==> config.mk <==
export PLATFORM = sky130hd
export DESIGN_NAME = ucore_enable_responder_flat
export DESIGN_NICKNAME = d
export VERILOG_FILES = /design/src/rtl/ucore_enable_responder_if.sv /design/src/rtl/ucore_enable_responder.sv /design/src/flat_wrapper.sv
export SDC_FILE = /design/constraint.sdc
export NUM_CORES = 1
export LEC_CHECK = 0
export CAP_MARGIN = 10
export CORE_MARGIN = 2
export CORE_UTILIZATION = 40
export DETAILED_ROUTE_END_ITERATION = 6
export HOLD_SLACK_MARGIN = 0.1
export MAX_ROUTING_LAYER = met4
export PLACE_DENSITY = 0.73
export RECOVER_POWER = 50
export SYNTH_ARGS = -nofsm -noshare
export SYNTH_HDL_FRONTEND = slang
export SYNTH_SLANG_ARGS = --single-unit
==> constraint.sdc <==
create_clock -name clk -period 4.4 [get_ports clk]
set_input_delay 0.44 -clock clk [delete_from_list [all_inputs] [get_ports clk]]
set_output_delay 0.44 -clock clk [all_outputs]
set_load 0.005 [all_outputs]
==> src/rtl/ucore_enable_responder_if.sv <==
// Handshake and status bundle between ucore_main's output port and its responder.
`default_nettype none

interface ucore_enable_responder_if #(
  parameter int CNT_W = 16
);
  logic             valid;
  logic             enable;
  logic             hold;
  logic [CNT_W-1:0] txn_count;
  logic [CNT_W-1:0] stall_count;
  logic             proto_err;
  logic             busy;

  modport master (
    output valid, hold,
    input  enable, txn_count, stall_count, proto_err, busy
  );

  modport slave (
    input  valid, hold,
    output enable, txn_count, stall_count, proto_err, busy
  );
endinterface

`default_nettype wire

==> src/rtl/ucore_enable_responder.sv <==
// ucore_enable_responder: returns enable a programmable delay after valid; counts transfers/stalls.
// Optional macro RESP_JITTER_EN adds 0..3 LFSR-derived cycles to each WAIT delay.
`default_nettype none

module ucore_enable_responder #(
  parameter int RESP_DELAY = 3,
  parameter int CNT_W      = 16
) (
  input  logic                    clk,
  input  logic                    reset,
  ucore_enable_responder_if.slave bus
);

  typedef enum logic [1:0] {
    ST_IDLE = 2'd0,
    ST_WAIT = 2'd1,
    ST_ACK  = 2'd2
  } state_t;

  localparam logic [8:0] c_resp_delay = 9'(RESP_DELAY);

  state_t           r_state;
  state_t           w_state_nxt;
  logic [8:0]       r_dly;
  logic [8:0]       w_dly_nxt;
  logic [8:0]       w_load;
  logic             w_txn_inc;
  logic             w_stall_inc;
  logic             w_err_set;
  logic             r_enable;
  logic             r_busy;
  logic             r_proto_err;
  logic [CNT_W-1:0] r_txn_count;
  logic [CNT_W-1:0] r_stall_count;

`ifdef RESP_JITTER_EN
  logic [7:0] r_lfsr;

  // Fibonacci LFSR, taps 8,6,5,4; free-running regardless of FSM state
  always_ff @(posedge clk) begin
    if (reset) begin
      r_lfsr <= 8'hA5;
    end else begin
      r_lfsr <= {r_lfsr[6:0], r_lfsr[7] ^ r_lfsr[5] ^ r_lfsr[4] ^ r_lfsr[3]};
    end
  end

  assign w_load = c_resp_delay + {7'd0, r_lfsr[1:0]};
`else
  assign w_load = c_resp_delay;
`endif

  always_comb begin
    w_state_nxt = r_state;
    w_dly_nxt   = r_dly;
    w_txn_inc   = 1'b0;
    w_stall_inc = 1'b0;
    w_err_set   = 1'b0;
    case (r_state)
      ST_IDLE: begin
        if (bus.valid) begin
          w_dly_nxt   = w_load;
          w_state_nxt = (w_load == 9'd0) ? ST_ACK : ST_WAIT;
        end
      end
      ST_WAIT: begin
        // a stalled cycle is counted even if valid is dropping in the same cycle
        w_stall_inc = bus.hold;
        if (!bus.valid) begin
          w_err_set   = 1'b1;
          w_state_nxt = ST_IDLE;
        end else if (!bus.hold) begin
          if (r_dly == 9'd1) begin
            w_state_nxt = ST_ACK;
          end else begin
            w_dly_nxt = r_dly - 9'd1;
          end
        end
      end
      ST_ACK: begin
        if (bus.valid) begin
          w_txn_inc = 1'b1;
        end else begin
          w_err_set = 1'b1;
        end
        w_state_nxt = ST_IDLE;
      end
      default: begin
        w_state_nxt = ST_IDLE;
      end
    endcase
  end

  always_ff @(posedge clk) begin
    if (reset) begin
      r_state       <= ST_IDLE;
      r_dly         <= 9'd0;
      r_enable      <= 1'b0;
      r_busy        <= 1'b0;
      r_proto_err   <= 1'b0;
      r_txn_count   <= '0;
      r_stall_count <= '0;
    end else begin
      r_state       <= w_state_nxt;
      r_dly         <= w_dly_nxt;
      r_enable      <= (w_state_nxt == ST_ACK);
      r_busy        <= (w_state_nxt != ST_IDLE);
      r_proto_err   <= r_proto_err | w_err_set;
      r_txn_count   <= r_txn_count + {{(CNT_W-1){1'b0}}, w_txn_inc};
      r_stall_count <= r_stall_count + {{(CNT_W-1){1'b0}}, w_stall_inc};
    end
  end

  assign bus.enable      = r_enable;
  assign bus.busy        = r_busy;
  assign bus.proto_err   = r_proto_err;
  assign bus.txn_count   = r_txn_count;
  assign bus.stall_count = r_stall_count;

endmodule

`default_nettype wire
==> src/flat_wrapper.sv <==
// flat-port wrapper written by rule: the top's interface ports become plain ports
module ucore_enable_responder_flat 
#(
  parameter int RESP_DELAY = 3,
  parameter int CNT_W      = 16
)
  (clk, reset, bus_valid, bus_hold, bus_enable, bus_txn_count, bus_stall_count, bus_proto_err, bus_busy);
  ucore_enable_responder_if #(.CNT_W(CNT_W)) bus_i ();
  input  logic clk;
  input  logic reset;
  input wire logic [$bits(bus_i.valid)-1:0] bus_valid;
  input wire logic [$bits(bus_i.hold)-1:0] bus_hold;
  output wire logic [$bits(bus_i.enable)-1:0] bus_enable;
  output wire logic [$bits(bus_i.txn_count)-1:0] bus_txn_count;
  output wire logic [$bits(bus_i.stall_count)-1:0] bus_stall_count;
  output wire logic [$bits(bus_i.proto_err)-1:0] bus_proto_err;
  output wire logic [$bits(bus_i.busy)-1:0] bus_busy;
  assign bus_i.valid = bus_valid;
  assign bus_i.hold = bus_hold;
  assign bus_enable = bus_i.enable;
  assign bus_txn_count = bus_i.txn_count;
  assign bus_stall_count = bus_i.stall_count;
  assign bus_proto_err = bus_i.proto_err;
  assign bus_busy = bus_i.busy;
  ucore_enable_responder #(.RESP_DELAY(RESP_DELAY), .CNT_W(CNT_W)) u_core (.clk(clk), .reset(reset), .bus(bus_i));
endmodule
==> metrics.csv, run 1 <==
metric,value,unit
clockBufferDepth,2,
antenna_found_initial,0,
cts_hold_buf,0,
post_cts_buffers,0,
first_iter_violations,77,
cpPeakStageDelay,1010,ps
slew_headroom,45.6,%
p_leak,1.10,nW
final_nets,280,
synth_mux_area_share,0,%
p_per_area,311,nW/µm²
rows,26,
start_kind,primary input,
fin_crit_sh,53.9,%
most-common-layout-cells,"dfxtp_1, dlygate4sd3_1, nor2_1, xor2_1, nand3_1",
synth_fa_ha_area_share,5.39,%
synth_seq_cells,46,
max_freq,0.422,GHz
worst-slew-pin-transition,816,ps
fin_ws,2030,ps
crit_chain,dlygate4sd3_1 > clkbuf_1 > a21oi_1 > o21ai_0 > o21ai_0,
yosysSeqAreaShare,44.0,%
place_area,2530,µm²
cp_data_required_time,4550,ps
worst_skew_pair.late_latency,300,ps
cp.depth,5,
rr_worst_depth,9,
num_vias,1662,
die-area,5820,µm²
vias_per_cell,4.92,
crit_buf_inv,2,
ant_nets,0,
final_util,51.6,%
syn-cell-area,2090,µm²
syn_to_final_growth,25.3,%
synth_compound_area_share,9.99,%
yosys_warnings,0,
coreArea,5070,µm²
stdcell_count,338,
path_max_fanout,20,
multiInputGateArea,1110,µm²
cp_slowest_cell,dlygate4sd3_1,
min_path_type,reg2reg,
num_antenna_cells,0,
synthArstFlopShare,0,%
pre_cts_slack,2020,ps
routabilityCongestion,0.855,
dpl.hpwl,2950,µm
post-route-cell-area,2620,µm²
dp_cells,330,
pin_count,39,
cts_resized,0,
drv_cap,0,
arrival,2520,ps
syn_inst,228,
wirelength,3960,µm
peakVddDrop,173,µV
final_common_cell,dfxtp_1,
die_h,76.3,µm
synth-xor-area-share,10.5,%
wl_per_cell,11.7,µm
layout-drive-gt1-share,8.21,%
drt_pass1_iterations,4,
synthSimpleGateAreaFrac,27.2,%
finalSetupTns,0,ps
cts_buffers,5,
hold_depth,2,
root_buffer,clkbuf_8,
synth_top_family_by_area,simple AND/OR/NAND/NOR gates,
cpMostUsedCell,o21ai_0,
clkTransAtPathRegs,80,ps
grt_usage,14.9,%
skew,11.3,ps
cts_tree,yes,
critPathKind,in2reg,
fin_crit,2370,ps
htreeDepth,2,
grt_overflow,0,
slew_violations,0,
synth_ff_type,dfxtp_1,
setup_viol,0,
synth_fp_nets,241,
drc,0,
cts_sinks,46,
avgSynthCellArea,9.17,µm²
seqCellArea,921,µm²
status,completed,
start_util,41.2,%
die_x,76.3,µm
hold_viol_final,0,
cp-end-kind,flop,
port_buffers,38,
grt_pass1_vias,1626,
cp_top_family,buffers and inverters,
grt_pass1_wl,7020,µm
grt_start_max_net_pins,21,
rsz0062_at_grt,no,
nFillCells,510,
synth_cell_types,44,
synth_edf_count,0,
-- state kept, by name (all words and copies together), names as in the netlist --
register,flops
u_core.r_dly,9
u_core.bus.enable,1
u_core.bus.txn_count,16
u_core.r_state,2
u_core.bus.stall_count,16
u_core.bus.busy,1
u_core.bus.proto_err,1
-- stage by stage --
stage	power [W]	hold WS, ps
2_1_floorplan	0.000540	459
3_3_place_gp	0.000561	472
3_5_place_dp	0.000563	480
4_1_cts	0.000826	493
5_1_grt	0.000857	528
6_report	0.000814	480
-- kinds of logic after synthesis --
group           after synthesis
simple gates                101
compound gates               33
buf+inv                      14
flops                        46
fa+ha+maj                     9
xor+xnor                     25
-- cell type report --
type | instances | area share, %
Tap cell | 70 | 3.34
Clock buffer | 7 | 3.30
Multi-Input combinational cell | 168 | 42.3
Sequential cell | 46 | 35.2
Clock inverter | 1 | 0.191
Inverter | 7 | 1.00
Timing Repair Buffer | 39 | 14.7
-- worst reg2reg max path, stage by stage, from the launching register on --
cell and delay [ps]:
dfxtp_1 330, inv_1 70, ha_1 280, and2_1 180, ha_1 230, ha_1 270, and3_1 250, nand4_1 120
xor2_1 150, nor2_1 50
-- Yosys cell counts (7+ instances only) --
| master | number | area, µm² |
|---|---|---|
| inv_1 | 7 | 26.3 |
| xnor2_1 | 9 | 78.8 |
| and3_1 | 9 | 56.3 |
| dfxtp_1 | 46 | 921 |
| ha_1 | 9 | 113 |
| xor2_1 | 16 | 140 |
| nor2_1 | 30 | 113 |
| o21ai_0 | 8 | 40.0 |
| nand3_1 | 13 | 65.1 |
| or3_1 | 8 | 50.1 |
| a21oi_1 | 12 | 60.1 |
| nand2_1 | 10 | 37.5 |
-- final timing paths --
check | endpoint | slack [ps] | start
worst max-delay path | u_core.bus.busy | 2030 | reset
worst min-delay path | u_core.bus.txn_count[15] | 480 | u_core.bus.txn_count[15]
worst max register to register | u_core.bus.stall_count[10] | 2340 | u_core.r_state[1]
worst min register to register | u_core.bus.txn_count[15] | 480 | u_core.bus.txn_count[15]
-- where the power goes --
group          switching [W]  total, W  internal (W)
Clock               0.000136  0.000263      0.000127
Sequential         0.0000138  0.000444      0.000430
Combinational      0.0000593  0.000107     0.0000476
Total               0.000209  0.000814      0.000605
-- layer usage --
layer | wire, µm | track usage (%)
met1 | 1890 | 17.9
met2 | 1890 | 25.0
met4 | 63 | 5.45
met3 | 112 | 2.73
met5 | 0 | -
Power figures use the tool's default switching activity.
==> inputs of run 2 (changes only) <==
--- a/config.mk
+++ b/config.mk
@@ -11,7 +11,7 @@
 export DETAILED_ROUTE_END_ITERATION = 6
 export HOLD_SLACK_MARGIN = 0.1
 export MAX_ROUTING_LAYER = met4
-export PLACE_DENSITY = 0.73
+export PLACE_DENSITY = 0.75
 export RECOVER_POWER = 50
 export SYNTH_ARGS = -nofsm -noshare
 export SYNTH_HDL_FRONTEND = slang
==> constraint.sdc (replaced) <==
create_clock -name clk -period 1.9 [get_ports clk]
set_input_delay 0.19 -clock clk [delete_from_list [all_inputs] [get_ports clk]]
set_output_delay 0.19 -clock clk [all_outputs]
set_load 0.005 [all_outputs]
==> metrics.csv, run 2 (synthesis gave the netlist of run 1 again) <==
metric,value,unit,change
status,completed,,
arrival,2040,ps,-480 ps
dp_cells,344,,+4.2%
most-common-layout-cells,"dfxtp_1, clkdlybuf4s50_1, nor2_1, xor2_1, buf_4",,
start_kind,flop,,
rows,26,,unchanged
grt_start_max_net_pins,23,,+9.5%
pre_cts_slack,-49.8,ps,-2070 ps
hold_viol_final,0,,unchanged
max_freq,0.555,GHz,
stdcell_count,352,,+4.1%
routabilityCongestion,0.796,,-6.9%
fin_crit_sh,94.8,%,
critPathKind,reg2reg,,
setup_viol,0,,unchanged
p_leak,1.07,nW,-2.5%
cts_tree,yes,,
min_path_type,reg2reg,,
antenna_found_initial,0,,unchanged
grt_overflow,0,,unchanged
nFillCells,473,,-7.3%
final_util,55.1,%,+3.5 points
cts_buffers,5,,unchanged
syn_to_final_growth,33.7,%,
clkTransAtPathRegs,80,ps,about the same
dpl.hpwl,3130,µm,+6.0%
drc,0,,unchanged
num_antenna_cells,0,,unchanged
peakVddDrop,620,µV,+260%
cp_data_required_time,2140,ps,-2410 ps
drt_pass1_iterations,4,,unchanged
post-route-cell-area,2800,µm²,+6.7%
cpMostUsedCell,a21oi_4,,
grt_usage,16.1,%,+1.2 points
pin_count,39,,unchanged
root_buffer,clkbuf_8,,
die-area,5820,µm²,unchanged
cp-end-kind,flop,,
grt_pass1_vias,1720,,+5.8%
cp_slowest_cell,or4_1,,
path_max_fanout,7,,-65%
port_buffers,38,,unchanged
fin_ws,99.7,ps,-1930 ps
crit_chain,inv_1 > buf_4 > ha_1 > nand2b_4 > a21oi_4 > a21oi_4 > or4_1 > a21oi_1,,
clockBufferDepth,2,,unchanged
die_h,76.3,µm,unchanged
layout-drive-gt1-share,16.7,%,+8.5 points
worst-slew-pin-transition,346,ps,-470 ps
wirelength,4340,µm,+9.4%
slew_headroom,76.9,%,+31 points
first_iter_violations,91,,+18%
final_common_cell,dfxtp_1,,
start_util,41.2,%,unchanged
skew,8.20,ps,-3.09 ps
coreArea,5070,µm²,unchanged
post_cts_buffers,0,,unchanged
drv_cap,0,,unchanged
num_vias,1761,,+6.0%
fin_crit,1800,ps,
vias_per_cell,5.00,,+1.7%
die_x,76.3,µm,unchanged
power,0.00206,W,+150%
place_area,2640,µm²,+4.2%
worst_skew_pair.late_latency,310,ps,about the same
slew_violations,0,,unchanged
wl_per_cell,12.3,µm,+5.1%
rsz0062_at_grt,yes,,
cpPeakStageDelay,470,ps,-540 ps
grt_pass1_wl,7470,µm,+6.4%
cts_sinks,46,,unchanged
final_nets,294,,+5.0%
ant_nets,0,,unchanged
p_per_area,739,nW/µm²,+140%
htreeDepth,2,,unchanged
==> run 2: cell count changes in the layout (fill, tap and decap cells not counted), sizes merged <==
cell	change
clkdlybuf4s50	+32
dlygate4sd3	-32
buf	+15
clkbuf	-2
bufinv	+1
clkinv	-1
clkinvlp	+1
==> run 2: power breakdown <==
group | switching (W) | leakage (nW) | internal, W | total (W)
Combinational | 0.000153 | 0.647 | 0.000145 | 0.000298
Sequential | 0.0000319 | 0.373 | 0.000997 | 0.00103
Clock | 0.000345 | 0.0514 | 0.000393 | 0.000737
Total | 0.000530 | 1.07 | 0.00153 | 0.00206
==> run 2: area by class of cell <==
cell class	instances	area, µm²	share of cell area [%]
multi-input cells	168	1160	41.4
flip-flops and latches	46	922	33.0
repair buffers	53	493	17.6
well taps	70	87.6	3.13
clock buffers	6	72.6	2.60
clock inverters	2	37.5	1.34
inverters	7	26.3	0.940
==> run 2: repair_timing <==
| action | 4_1_cts | 5_1_grt |
|---|---|---|
| resized for setup | 1 | 13 |
| hold buffers | 0 | 0 |
| pin swaps | 0 | 1 |
| endpoints found under the hold margin | 0 | 0 |
| endpoints found under the setup margin | 2 | 17 |
==> run 2: metal layers <==
layer,part of all wire [%],up-vias,global-route usage (%)
li1,-,889,-
met2,48,39,26.0
met5,0,-,-
met1,45,821,18.6
met3,4.2,12,3.91
met4,2.6,0,8.36
==> run 2: final timing paths <==
path                   startpoint              endpoint  slack (ps)  cells past startpoint
max reg2reg     u_core.r_state[0]       u_core.r_dly[5]         100                      8
min          u_core.bus.proto_err  u_core.bus.proto_err         490                      2
min reg2reg  u_core.bus.proto_err  u_core.bus.proto_err         490                      2
max             u_core.r_state[0]       u_core.r_dly[5]         100                      8
==> run 2: metrics by stage <==
| step | setup TNS [ps] | hold slack, ps |
|---|---|---|
| 2_1_floorplan | 0 | 403 |
| 3_3_place_gp | 0 | 471 |
| 3_5_place_dp | -67.8 | 477 |
| 4_1_cts | 0 | 499 |
| 5_1_grt | -62.4 | 506 |
| 6_report | 0 | 491 |
==> run 2: critical path: cells and delay by family (launching register included) <==
kind | cells | cell delay [ps]
and+or+nand+nor | 2 | 550
adders and majority gates | 1 | 240
buffers and inverters | 2 | 180
DFF | 1 | 340
AOI/OAI and AO/OA | 3 | 430
